$ cat src/rtl/pipeline_hazard_ctrl_if.sv
// Hazard-control bundle between the 5-stage pipeline datapath and the
// central stall/flush sequencer.
//   master : pipeline side. It drives the hazard sources (ID operands,
//            EX load info, MEM branch result, data-memory handshake) and
//            receives the stage enables, flushes and performance counters.
//   slave  : sequencer side (pipeline_hazard_ctrl).
interface pipeline_hazard_ctrl_if #(
  parameter int CNT_W = 16
);
  // hazard sources
  logic [4:0]       ifid_rs1;
  logic [4:0]       ifid_rs2;
  logic             idex_memread;
  logic [4:0]       idex_rd;
  logic             exmem_branch;
  logic             exmem_zero;
  logic             dmem_req;
  logic             dmem_ready;
  // pipeline controls
  logic             pc_write;
  logic             pc_redirect;
  logic             ifid_write;
  logic             idex_write;
  logic             exmem_write;
  logic             ifid_flush;
  logic             idex_flush;
  logic             exmem_flush;
  logic             memwb_flush;
  // status and performance counters
  logic             mem_timeout;
  logic [CNT_W-1:0] stall_cycles;
  logic [CNT_W-1:0] flush_events;

  modport master (
    output ifid_rs1, ifid_rs2, idex_memread, idex_rd,
           exmem_branch, exmem_zero, dmem_req, dmem_ready,
    input  pc_write, pc_redirect, ifid_write, idex_write, exmem_write,
           ifid_flush, idex_flush, exmem_flush, memwb_flush,
           mem_timeout, stall_cycles, flush_events
  );

  modport slave (
    input  ifid_rs1, ifid_rs2, idex_memread, idex_rd,
           exmem_branch, exmem_zero, dmem_req, dmem_ready,
    output pc_write, pc_redirect, ifid_write, idex_write, exmem_write,
           ifid_flush, idex_flush, exmem_flush, memwb_flush,
           mem_timeout, stall_cycles, flush_events
  );
endinterface

$ cat src/rtl/pipeline_hazard_ctrl.sv
// Central stall/flush sequencer for the 5-stage core.
// Combines three hazard sources into same-cycle (Mealy) stage controls:
//   - multi-cycle data-memory access (dmem_req & ~dmem_ready): freeze PC..EX/MEM,
//     bubble into MEM/WB;
//   - taken branch resolved in MEM: redirect PC, flush IF/ID, ID/EX, EX/MEM;
//   - load-use hazard in ID: hold PC and IF/ID, bubble into ID/EX.
// Priority: memory stall > taken branch > load-use.
// Ports:
//   clk   : clock
//   reset : synchronous, active-high
//   hz    : slave side of pipeline_hazard_ctrl_if (hazard inputs, stage
//           controls, sticky mem_timeout, stall_cycles / flush_events counters)
module pipeline_hazard_ctrl #(
  parameter int CNT_W       = 16,
  parameter int MEM_TIMEOUT = 64
) (
  input  logic                  clk,
  input  logic                  reset,
  pipeline_hazard_ctrl_if.slave hz
);

  localparam int                WAIT_W   = $clog2(MEM_TIMEOUT + 1);
  localparam logic [WAIT_W-1:0] WAIT_MAX = WAIT_W'(MEM_TIMEOUT);

  typedef enum logic {RUN, MEM_WAIT} state_t;

  state_t            state, state_nxt;
  logic [WAIT_W-1:0] wait_cnt, wait_nxt;
  logic              timeout_q;
  logic [CNT_W-1:0]  stall_q, flush_q;

  logic mem_stall, br_taken, load_use;
  logic pc_write, pc_redirect, ifid_write, idex_write, exmem_write;
  logic ifid_flush, idex_flush, exmem_flush, memwb_flush;

  assign mem_stall = hz.dmem_req & ~hz.dmem_ready;
  assign br_taken  = hz.exmem_branch & hz.exmem_zero;
  assign load_use  = hz.idex_memread && (hz.idex_rd != 5'd0) &&
                     ((hz.idex_rd == hz.ifid_rs1) || (hz.idex_rd == hz.ifid_rs2));

  always_comb begin
    // NOTE: every output gets a default first so no path leaves one unassigned,
    // which would otherwise infer a latch.
    state_nxt   = state;
    wait_nxt    = wait_cnt;
    pc_write    = 1'b1;
    pc_redirect = 1'b0;
    ifid_write  = 1'b1;
    idex_write  = 1'b1;
    exmem_write = 1'b1;
    ifid_flush  = 1'b0;
    idex_flush  = 1'b0;
    exmem_flush = 1'b0;
    memwb_flush = 1'b0;

    // While reset is held the idle RUN controls are presented.
    if (!reset) begin
      unique case (state)
        RUN: begin
          if (mem_stall) begin
            state_nxt = MEM_WAIT;
            wait_nxt  = WAIT_W'(1);
          end else begin
            wait_nxt  = '0;
          end
        end
        MEM_WAIT: begin
          // A dropped dmem_req is a protocol violation and is treated as ready.
          if (mem_stall) begin
            if (wait_cnt != WAIT_MAX) wait_nxt = wait_cnt + WAIT_W'(1);
          end else begin
            state_nxt = RUN;
            wait_nxt  = '0;
          end
        end
        default: begin
          state_nxt = RUN;
          wait_nxt  = '0;
        end
      endcase

      // The freeze is identical on the entry cycle and every waiting cycle; on
      // the ready cycle a deferred branch or load-use takes effect at once.
      if (mem_stall) begin
        pc_write    = 1'b0;
        ifid_write  = 1'b0;
        idex_write  = 1'b0;
        exmem_write = 1'b0;
        memwb_flush = 1'b1;
      end else if (br_taken) begin
        // Squashes any load-use seen in the same cycle.
        pc_redirect = 1'b1;
        ifid_flush  = 1'b1;
        idex_flush  = 1'b1;
        exmem_flush = 1'b1;
      end else if (load_use) begin
        pc_write    = 1'b0;
        ifid_write  = 1'b0;
        idex_flush  = 1'b1;
      end
    end
  end

  always_ff @(posedge clk) begin
    // NOTE: registered state uses non-blocking assignments so every flop
    // samples the pre-edge values regardless of statement order.
    if (reset) begin
      state     <= RUN;
      wait_cnt  <= '0;
      timeout_q <= 1'b0;
      stall_q   <= '0;
      flush_q   <= '0;
    end else begin
      state    <= state_nxt;
      wait_cnt <= wait_nxt;
      // Sticky: the FSM never aborts the access, it only reports it.
      if (mem_stall && (wait_nxt == WAIT_MAX)) timeout_q <= 1'b1;
      if (!pc_write && (stall_q != '1))  stall_q <= stall_q + CNT_W'(1);
      if (pc_redirect && (flush_q != '1)) flush_q <= flush_q + CNT_W'(1);
    end
  end

  assign hz.pc_write     = pc_write;
  assign hz.pc_redirect  = pc_redirect;
  assign hz.ifid_write   = ifid_write;
  assign hz.idex_write   = idex_write;
  assign hz.exmem_write  = exmem_write;
  assign hz.ifid_flush   = ifid_flush;
  assign hz.idex_flush   = idex_flush;
  assign hz.exmem_flush  = exmem_flush;
  assign hz.memwb_flush  = memwb_flush;
  assign hz.mem_timeout  = timeout_q;
  assign hz.stall_cycles = stall_q;
  assign hz.flush_events = flush_q;

endmodule

$ cat src/flat_wrapper.sv
// flat-port wrapper written by rule: the top's interface ports become plain ports
module pipeline_hazard_ctrl_flat 
#(
  parameter int CNT_W       = 16,
  parameter int MEM_TIMEOUT = 64
)
  (clk, reset, hz_ifid_rs1, hz_ifid_rs2, hz_idex_memread, hz_idex_rd, hz_exmem_branch, hz_exmem_zero, hz_dmem_req, hz_dmem_ready, hz_pc_write, hz_pc_redirect, hz_ifid_write, hz_idex_write, hz_exmem_write, hz_ifid_flush, hz_idex_flush, hz_exmem_flush, hz_memwb_flush, hz_mem_timeout, hz_stall_cycles, hz_flush_events);
  pipeline_hazard_ctrl_if #(.CNT_W(CNT_W)) hz_i ();
  input  logic clk;
  input  logic reset;
  input wire logic [$bits(hz_i.ifid_rs1)-1:0] hz_ifid_rs1;
  input wire logic [$bits(hz_i.ifid_rs2)-1:0] hz_ifid_rs2;
  input wire logic [$bits(hz_i.idex_memread)-1:0] hz_idex_memread;
  input wire logic [$bits(hz_i.idex_rd)-1:0] hz_idex_rd;
  input wire logic [$bits(hz_i.exmem_branch)-1:0] hz_exmem_branch;
  input wire logic [$bits(hz_i.exmem_zero)-1:0] hz_exmem_zero;
  input wire logic [$bits(hz_i.dmem_req)-1:0] hz_dmem_req;
  input wire logic [$bits(hz_i.dmem_ready)-1:0] hz_dmem_ready;
  output wire logic [$bits(hz_i.pc_write)-1:0] hz_pc_write;
  output wire logic [$bits(hz_i.pc_redirect)-1:0] hz_pc_redirect;
  output wire logic [$bits(hz_i.ifid_write)-1:0] hz_ifid_write;
  output wire logic [$bits(hz_i.idex_write)-1:0] hz_idex_write;
  output wire logic [$bits(hz_i.exmem_write)-1:0] hz_exmem_write;
  output wire logic [$bits(hz_i.ifid_flush)-1:0] hz_ifid_flush;
  output wire logic [$bits(hz_i.idex_flush)-1:0] hz_idex_flush;
  output wire logic [$bits(hz_i.exmem_flush)-1:0] hz_exmem_flush;
  output wire logic [$bits(hz_i.memwb_flush)-1:0] hz_memwb_flush;
  output wire logic [$bits(hz_i.mem_timeout)-1:0] hz_mem_timeout;
  output wire logic [$bits(hz_i.stall_cycles)-1:0] hz_stall_cycles;
  output wire logic [$bits(hz_i.flush_events)-1:0] hz_flush_events;
  assign hz_i.ifid_rs1 = hz_ifid_rs1;
  assign hz_i.ifid_rs2 = hz_ifid_rs2;
  assign hz_i.idex_memread = hz_idex_memread;
  assign hz_i.idex_rd = hz_idex_rd;
  assign hz_i.exmem_branch = hz_exmem_branch;
  assign hz_i.exmem_zero = hz_exmem_zero;
  assign hz_i.dmem_req = hz_dmem_req;
  assign hz_i.dmem_ready = hz_dmem_ready;
  assign hz_pc_write = hz_i.pc_write;
  assign hz_pc_redirect = hz_i.pc_redirect;
  assign hz_ifid_write = hz_i.ifid_write;
  assign hz_idex_write = hz_i.idex_write;
  assign hz_exmem_write = hz_i.exmem_write;
  assign hz_ifid_flush = hz_i.ifid_flush;
  assign hz_idex_flush = hz_i.idex_flush;
  assign hz_exmem_flush = hz_i.exmem_flush;
  assign hz_memwb_flush = hz_i.memwb_flush;
  assign hz_mem_timeout = hz_i.mem_timeout;
  assign hz_stall_cycles = hz_i.stall_cycles;
  assign hz_flush_events = hz_i.flush_events;
  pipeline_hazard_ctrl #(.CNT_W(CNT_W), .MEM_TIMEOUT(MEM_TIMEOUT)) u_core (.clk(clk), .reset(reset), .hz(hz_i));
endmodule
$ cat config.mk
export PLATFORM = sky130hd
export DESIGN_NAME = pipeline_hazard_ctrl_flat
export DESIGN_NICKNAME = d
export VERILOG_FILES = /design/src/rtl/pipeline_hazard_ctrl_if.sv /design/src/rtl/pipeline_hazard_ctrl.sv /design/src/flat_wrapper.sv
export SDC_FILE = /design/constraint.sdc
export NUM_CORES = 1
export LEC_CHECK = 0
export ABC_AREA = 1
export CORE_MARGIN = 2
export CORE_UTILIZATION = 35
export CTS_BUF_LIST = sky130_fd_sc_hd__clkbuf_4
export CTS_CLUSTER_SIZE = 30
export DETAILED_ROUTE_END_ITERATION = 10
export PLACE_DENSITY = 0.62
export SLEW_MARGIN = 20
export SYNTH_ARGS = -nofsm -noshare
export SYNTH_HDL_FRONTEND = slang
export SYNTH_SLANG_ARGS = --single-unit
$ cat constraint.sdc
create_clock -name clk -period 3 [get_ports clk]
set_input_delay 0.6 -clock clk [delete_from_list [all_inputs] [get_ports clk]]
set_output_delay 0.6 -clock clk [all_outputs]
set_load 0.02 [all_outputs]
==> run metrics, run 1 <==
Slew Viols, Final 0; root buffer cell clkbuf_4; Arr. time, crit path 2.26 ns; Hold Crit Class flip-flop to flip-flop; post-CTS setup buffers 0; worst setup path endpoint hz_pc_redirect; Clk pin slew, worst setup/hold paths 0.13 ns; Fillers 692; detailed placer's ending HPWL 4.54 mm; Post-CTS Resized 0; first-pass GRT wire length 9.78 mm; Slew @ Worst Pin 0.444 ns; area post-placement 3210 µm²; distinct cell type count after synthesis 29; total chip power 944 µW; peak supply drop 0.000132 V; Worst Reg-to-Reg Cells 9; worst hold path stage count 2; Area growth syn-to-layout 30.4%; Yosys reg bits 41; warnings from Yosys 0; Via density 4.58; min-delay src u_core.hz.mem_timeout$_SDFFE_PP0P_; Final Net Count 472; Mapped Avg Cell Area 6.53 µm²; Setup TNS 0 ns; pin count of the biggest net entering global routing 20; Port Buffers 63; Setup-failing EPs final 0; worst slack, placed 0.00837 ns; antenna violations before repair 0; TritonCTS clock tree done; syn_nets 410; unrepaired setup endpoints after global routing no; # Max-Cap Violations 0; H-tree Lvls 2; Post-Syn Instances 384; critical path endpoint category primary output; Horiz. Die Dim 88.7 µm; DRT antenna net count 0; Clock Skew 0.0113 ns; diode count 0; WP data required 2.40 ns; status finished clean; post-layout instance area 3270 µm²; routed vias 2485; total grt overflow 0; CP startpoint reset; CTS Buf Count 5; multi-input logic area 1380 µm²; Tmin final 2.86 ns; Final Cycle Share 95.3%; Synth Cell Area 2510 µm²; I/O pin count 64; DRT iter0 DRCs 96; Worst slew margin 70.2%; Post-synth EDFFs 0; clock latency on the worst-skew pair 0.36 ns; startpoint class of the critical path input pin; post-synthesis sequential area ratio 32.7%; share of layout cells above drive strength 1 6.71%; critical setup path kind input pin to primary output; CTS Sinks 41; vias in the first global route 2249; DIE HEIGHT 88.7 µm; Core Area 6870 µm²; total leakage power 1.33 nW; hold buffers post-CTS 0; final hold vios 0; Crit Path Max Fanout 5; # rows 30; Initial Utilization 36.5%; Synth Flop Type dfxtp_1; achievable clock frequency 350 MHz; final WL 6.01 mm; clk buf depth 2; Async S/R FF share, synth 0%; wire per inst 11.1 µm; Pwr per Cell Area 289 nW/µm²; final setup margin 0.142 ns; drt drc 0; Seq. cell area 821 µm²; RR Endpoint u_core.hz.stall_cycles[2]$_SDFFE_PP0P_; reg-to-reg startpoint u_core.hz.stall_cycles[0]$_SDFFE_PP0P_; Global Route Usage Sum 15.6%; die area 7860 µm²; routability cong. 0.797; first-pass detailed-route iteration total 4; R2R Setup Slk 0.87 ns
[metrics by stage]
step	hold slack, ns	cells	utilization (%)
3_3_place_gp	0.440	535	46.8
3_5_place_dp	0.441	535	46.8
5_1_grt	0.500	543	47.6
4_1_cts	0.461	543	47.5
2_1_floorplan	0.479	384	-
6_report	0.459	543	47.6
[power by group]
| part | switching, mW | total [mW] | internal [mW] |
|---|---|---|---|
| clock | 0.190 | 0.275 | 0.0851 |
| combinational | 0.0620 | 0.117 | 0.0553 |
| sequential | 0.00417 | 0.552 | 0.548 |
[worst max-delay path, stage by stage]
cell	delay [ns]
clkdlybuf4s50_1	0.51
inv_2	0.09
nand2_1	0.07
nor2_1	0.30
clkdlybuf4s50_1	0.68
[cell usage after synthesis (2+ instances only)]
| master | count | area (µm²) |
|---|---|---|
| a21oi_1 | 24 | 120 |
| a21oi_2 | 7 | 61.3 |
| buf_2 | 3 | 15.0 |
| buf_4 | 5 | 37.5 |
| clkbuf_1 | 3 | 11.3 |
| dfxtp_1 | 41 | 821 |
| ha_1 | 4 | 50.1 |
| inv_1 | 54 | 203 |
| inv_2 | 6 | 22.5 |
| nand2_1 | 90 | 338 |
| nand2_2 | 2 | 12.5 |
| nand2_4 | 2 | 22.5 |
| nand3_1 | 41 | 205 |
| nand4_1 | 4 | 25.0 |
| nor2_1 | 44 | 165 |
| nor3_1 | 9 | 45.0 |
| o21ai_0 | 11 | 55.1 |
| xnor2_1 | 8 | 70.1 |
| xor2_1 | 16 | 140 |
[area by class of cell]
cell class / count / share of cell area, %
multi-input combinational: 270 / 42.3
sequential: 41 / 25.1
timing repair buffer: 67 / 20.4
inverter: 61 / 7.00
tap: 96 / 3.67
clock buffer: 5 / 1.15
clock inverter: 3 / 0.382
[worst min path at each step]
stage                                              end  slack [ns]
global placement    u_core.hz.mem_timeout$_SDFFE_PP0P_        0.44
detailed placement  u_core.hz.mem_timeout$_SDFFE_PP0P_        0.44
CTS                 u_core.hz.mem_timeout$_SDFFE_PP0P_        0.46
finish              u_core.hz.mem_timeout$_SDFFE_PP0P_        0.46
global route        u_core.hz.mem_timeout$_SDFFE_PP0P_        0.50
floorplan                u_core.wait_cnt[6]$_SDFF_PP0_        0.48
[metal layers]
| layer | part of all wire [%] | GRT usage [%] | vias up |
|---|---|---|---|
| met1 | 48 | 19.7 | 1107 |
| met5 | 0 | 0 | - |
| met3 | 3.5 | 3.17 | 5 |
| met2 | 48 | 27.3 | 50 |
| met4 | 0.73 | 3.31 | 0 |
| li1 | - | - | 1323 |
[placed cells by master (no fill, tap or decap), types with 8 or more instances in the layout]
cell             count
nor2_1              44
inv_1               54
o21ai_0             11
nor3_1               9
xor2_1              16
nand2_1             90
xnor2_1              8
dfxtp_1             41
nand3_1             41
clkdlybuf4s50_1     60
a21oi_1             24
[cell families (layout without fill, tap and decap cells)]
logic type	Yosys count	in the layout	synth area share, %
buffers and inverters	73	136	12.1
XOR/XNOR	24	24	8.38
AO/OA/AOI/OAI	45	45	10.2
adder cells (fa/ha/maj)	4	4	2.00
AND/OR/NAND/NOR	197	197	34.6
flip-flops	41	41	32.7
[state kept, by name, summed over array words and instances (netlist names)]
| register | flops |
|---|---|
| u_core.hz.stall_cycles | 16 |
| u_core.hz.flush_events | 16 |
| u_core.hz.mem_timeout | 1 |
| u_core.wait_cnt | 7 |
| u_core.state | 1 |
No activity file was read; power rests on OpenSTA's default activity.
==> inputs of run 2 (changes only) <==
--- a/config.mk
+++ b/config.mk
@@ -6,6 +6,7 @@
 export NUM_CORES = 1
 export LEC_CHECK = 0
 export ABC_AREA = 1
+export CAP_MARGIN = 20
 export CORE_MARGIN = 2
 export CORE_UTILIZATION = 35
 export CTS_BUF_LIST = sky130_fd_sc_hd__clkbuf_4
==> results of run 2 <==
No change in the layout: final DEF, timing and power equal those of run 1.
==> inputs of run 3 (changes only) <==
--- a/config.mk
+++ b/config.mk
@@ -12,6 +12,8 @@
 export CTS_BUF_LIST = sky130_fd_sc_hd__clkbuf_4
 export CTS_CLUSTER_SIZE = 30
 export DETAILED_ROUTE_END_ITERATION = 10
+export GPL_TIMING_DRIVEN = 1
+export HOLD_SLACK_MARGIN = 0.1
 export PLACE_DENSITY = 0.62
 export SLEW_MARGIN = 20
 export SYNTH_ARGS = -nofsm -noshare
==> results of run 3 <==
No change in the layout: final DEF, timing and power equal those of run 1.
==> RTL change (settings of run 3) <==
`MEM_TIMEOUT` is set to 64 in 2 places; all go to 32.
--- a/src/rtl/pipeline_hazard_ctrl.sv
+++ b/src/rtl/pipeline_hazard_ctrl.sv
@@ -14,3 +14,3 @@
   parameter int CNT_W       = 16,
-  parameter int MEM_TIMEOUT = 64
+  parameter int MEM_TIMEOUT = 32
 ) (
--- a/src/flat_wrapper.sv
+++ b/src/flat_wrapper.sv
@@ -4,3 +4,3 @@
   parameter int CNT_W       = 16,
-  parameter int MEM_TIMEOUT = 64
+  parameter int MEM_TIMEOUT = 32
 )
Formal check against the unedited RTL: same outputs for any inputs over 10 cycles, from zero or initial values and one cycle with reset high; that may be too few to reach the edited logic, so the function may still have changed.
==> RTL change against run 3 <==
  * Cell area is 2.6% higher
  * Worst setup slack improved by 0.11 ns
  * Critical path type unchanged
  * Largest power group unchanged
  * Power up 8.9%
  * Via count decreased by 2.8%
  * Sequential cell count fell by 1
  * Area after synthesis is 3.4% higher
  * Critical path depth is 1 higher
  * Routed wire length shrank 0.87%
  * Clock skew up 0.0029 ns
  * Combinational power grew 4%
  * Sequential power down 3%
  * Count of clock-buffer cells in the layout unchanged
  * Worst hold slack gained 0.015 ns
  * Global-route usage fell by 0.36 points
==> RTL change: results <==
[status]
outcome = complete, no violations

[final_layout]
nFlopsAndLatches = 40
clk_share_pct = 2.39
drive_gt1_share_pct = 14.9
multiInputGateArea_um2 = 1470
stdcell_count = 528
n_fill_cell = 743

[logic_synthesis]
seq_area_frac_synth_pct = 30.9
syn_inst = 366
synth_xor_xnor_area_share_pct = 8.10
ys_top_cells_by_area = dfxtp_1, nand2_1, inv_1, xor2_1, nand3_1
synthesis.nets = 392
synth-adder-area-share_pct = 1.93
synth_compound_area_share_pct = 9.79

[critical_path]
r2r_slack_ns = 1.12
cpPeakStageDelay_ns = 0.61

[power_and_ir_drop]
power.leakage_nw = 1.33
seqPwrFrac_pct = 52.3
p_switching_w = 0.000264
ir_drop_uv = 155
p_total_w = 0.00103

[sta]
slew_headroom_pct = 76.2
holdWs_ns = 0.474

[route]
vias = 2415
drt_iter0_drc = 111

[place]
dp.cells = 520
placed_cell_area_um2 = 3270

[floorplan]
core_area_um2 = 7210

[global_route]
grt_max_degree = 19
grt_pass1_vias = 2318
RTL change: worst max-delay path, delay by kind of cell:
kind / cells / cell delay [ns]
AND/OR/NAND/NOR: 2 / 0.29
buffers and inverters: 4 / 1.25
RTL change: worst paths after layout:
check	startpoint	endpoint	cells after the start
worst min register to register	u_core.hz.mem_timeout	u_core.hz.mem_timeout	2
worst min-delay path	u_core.hz.mem_timeout	u_core.hz.mem_timeout	2
worst max-delay path	hz_dmem_req	hz_memwb_flush	6
worst max register to register	u_core.hz.stall_cycles[0]	u_core.hz.stall_cycles[8]	7
RTL change: layer usage:
| metal | vias to the layer above | routed length (um) | track usage, % |
|---|---|---|---|
| met1 | 1078 | 2870 | 19.5 |
| met2 | 52 | 2670 | 25.0 |
| met4 | 0 | 107 | 5.64 |
| li1 | 1278 | - | - |
| met5 | - | 0 | 0 |
| met3 | 7 | 300 | 3.52 |
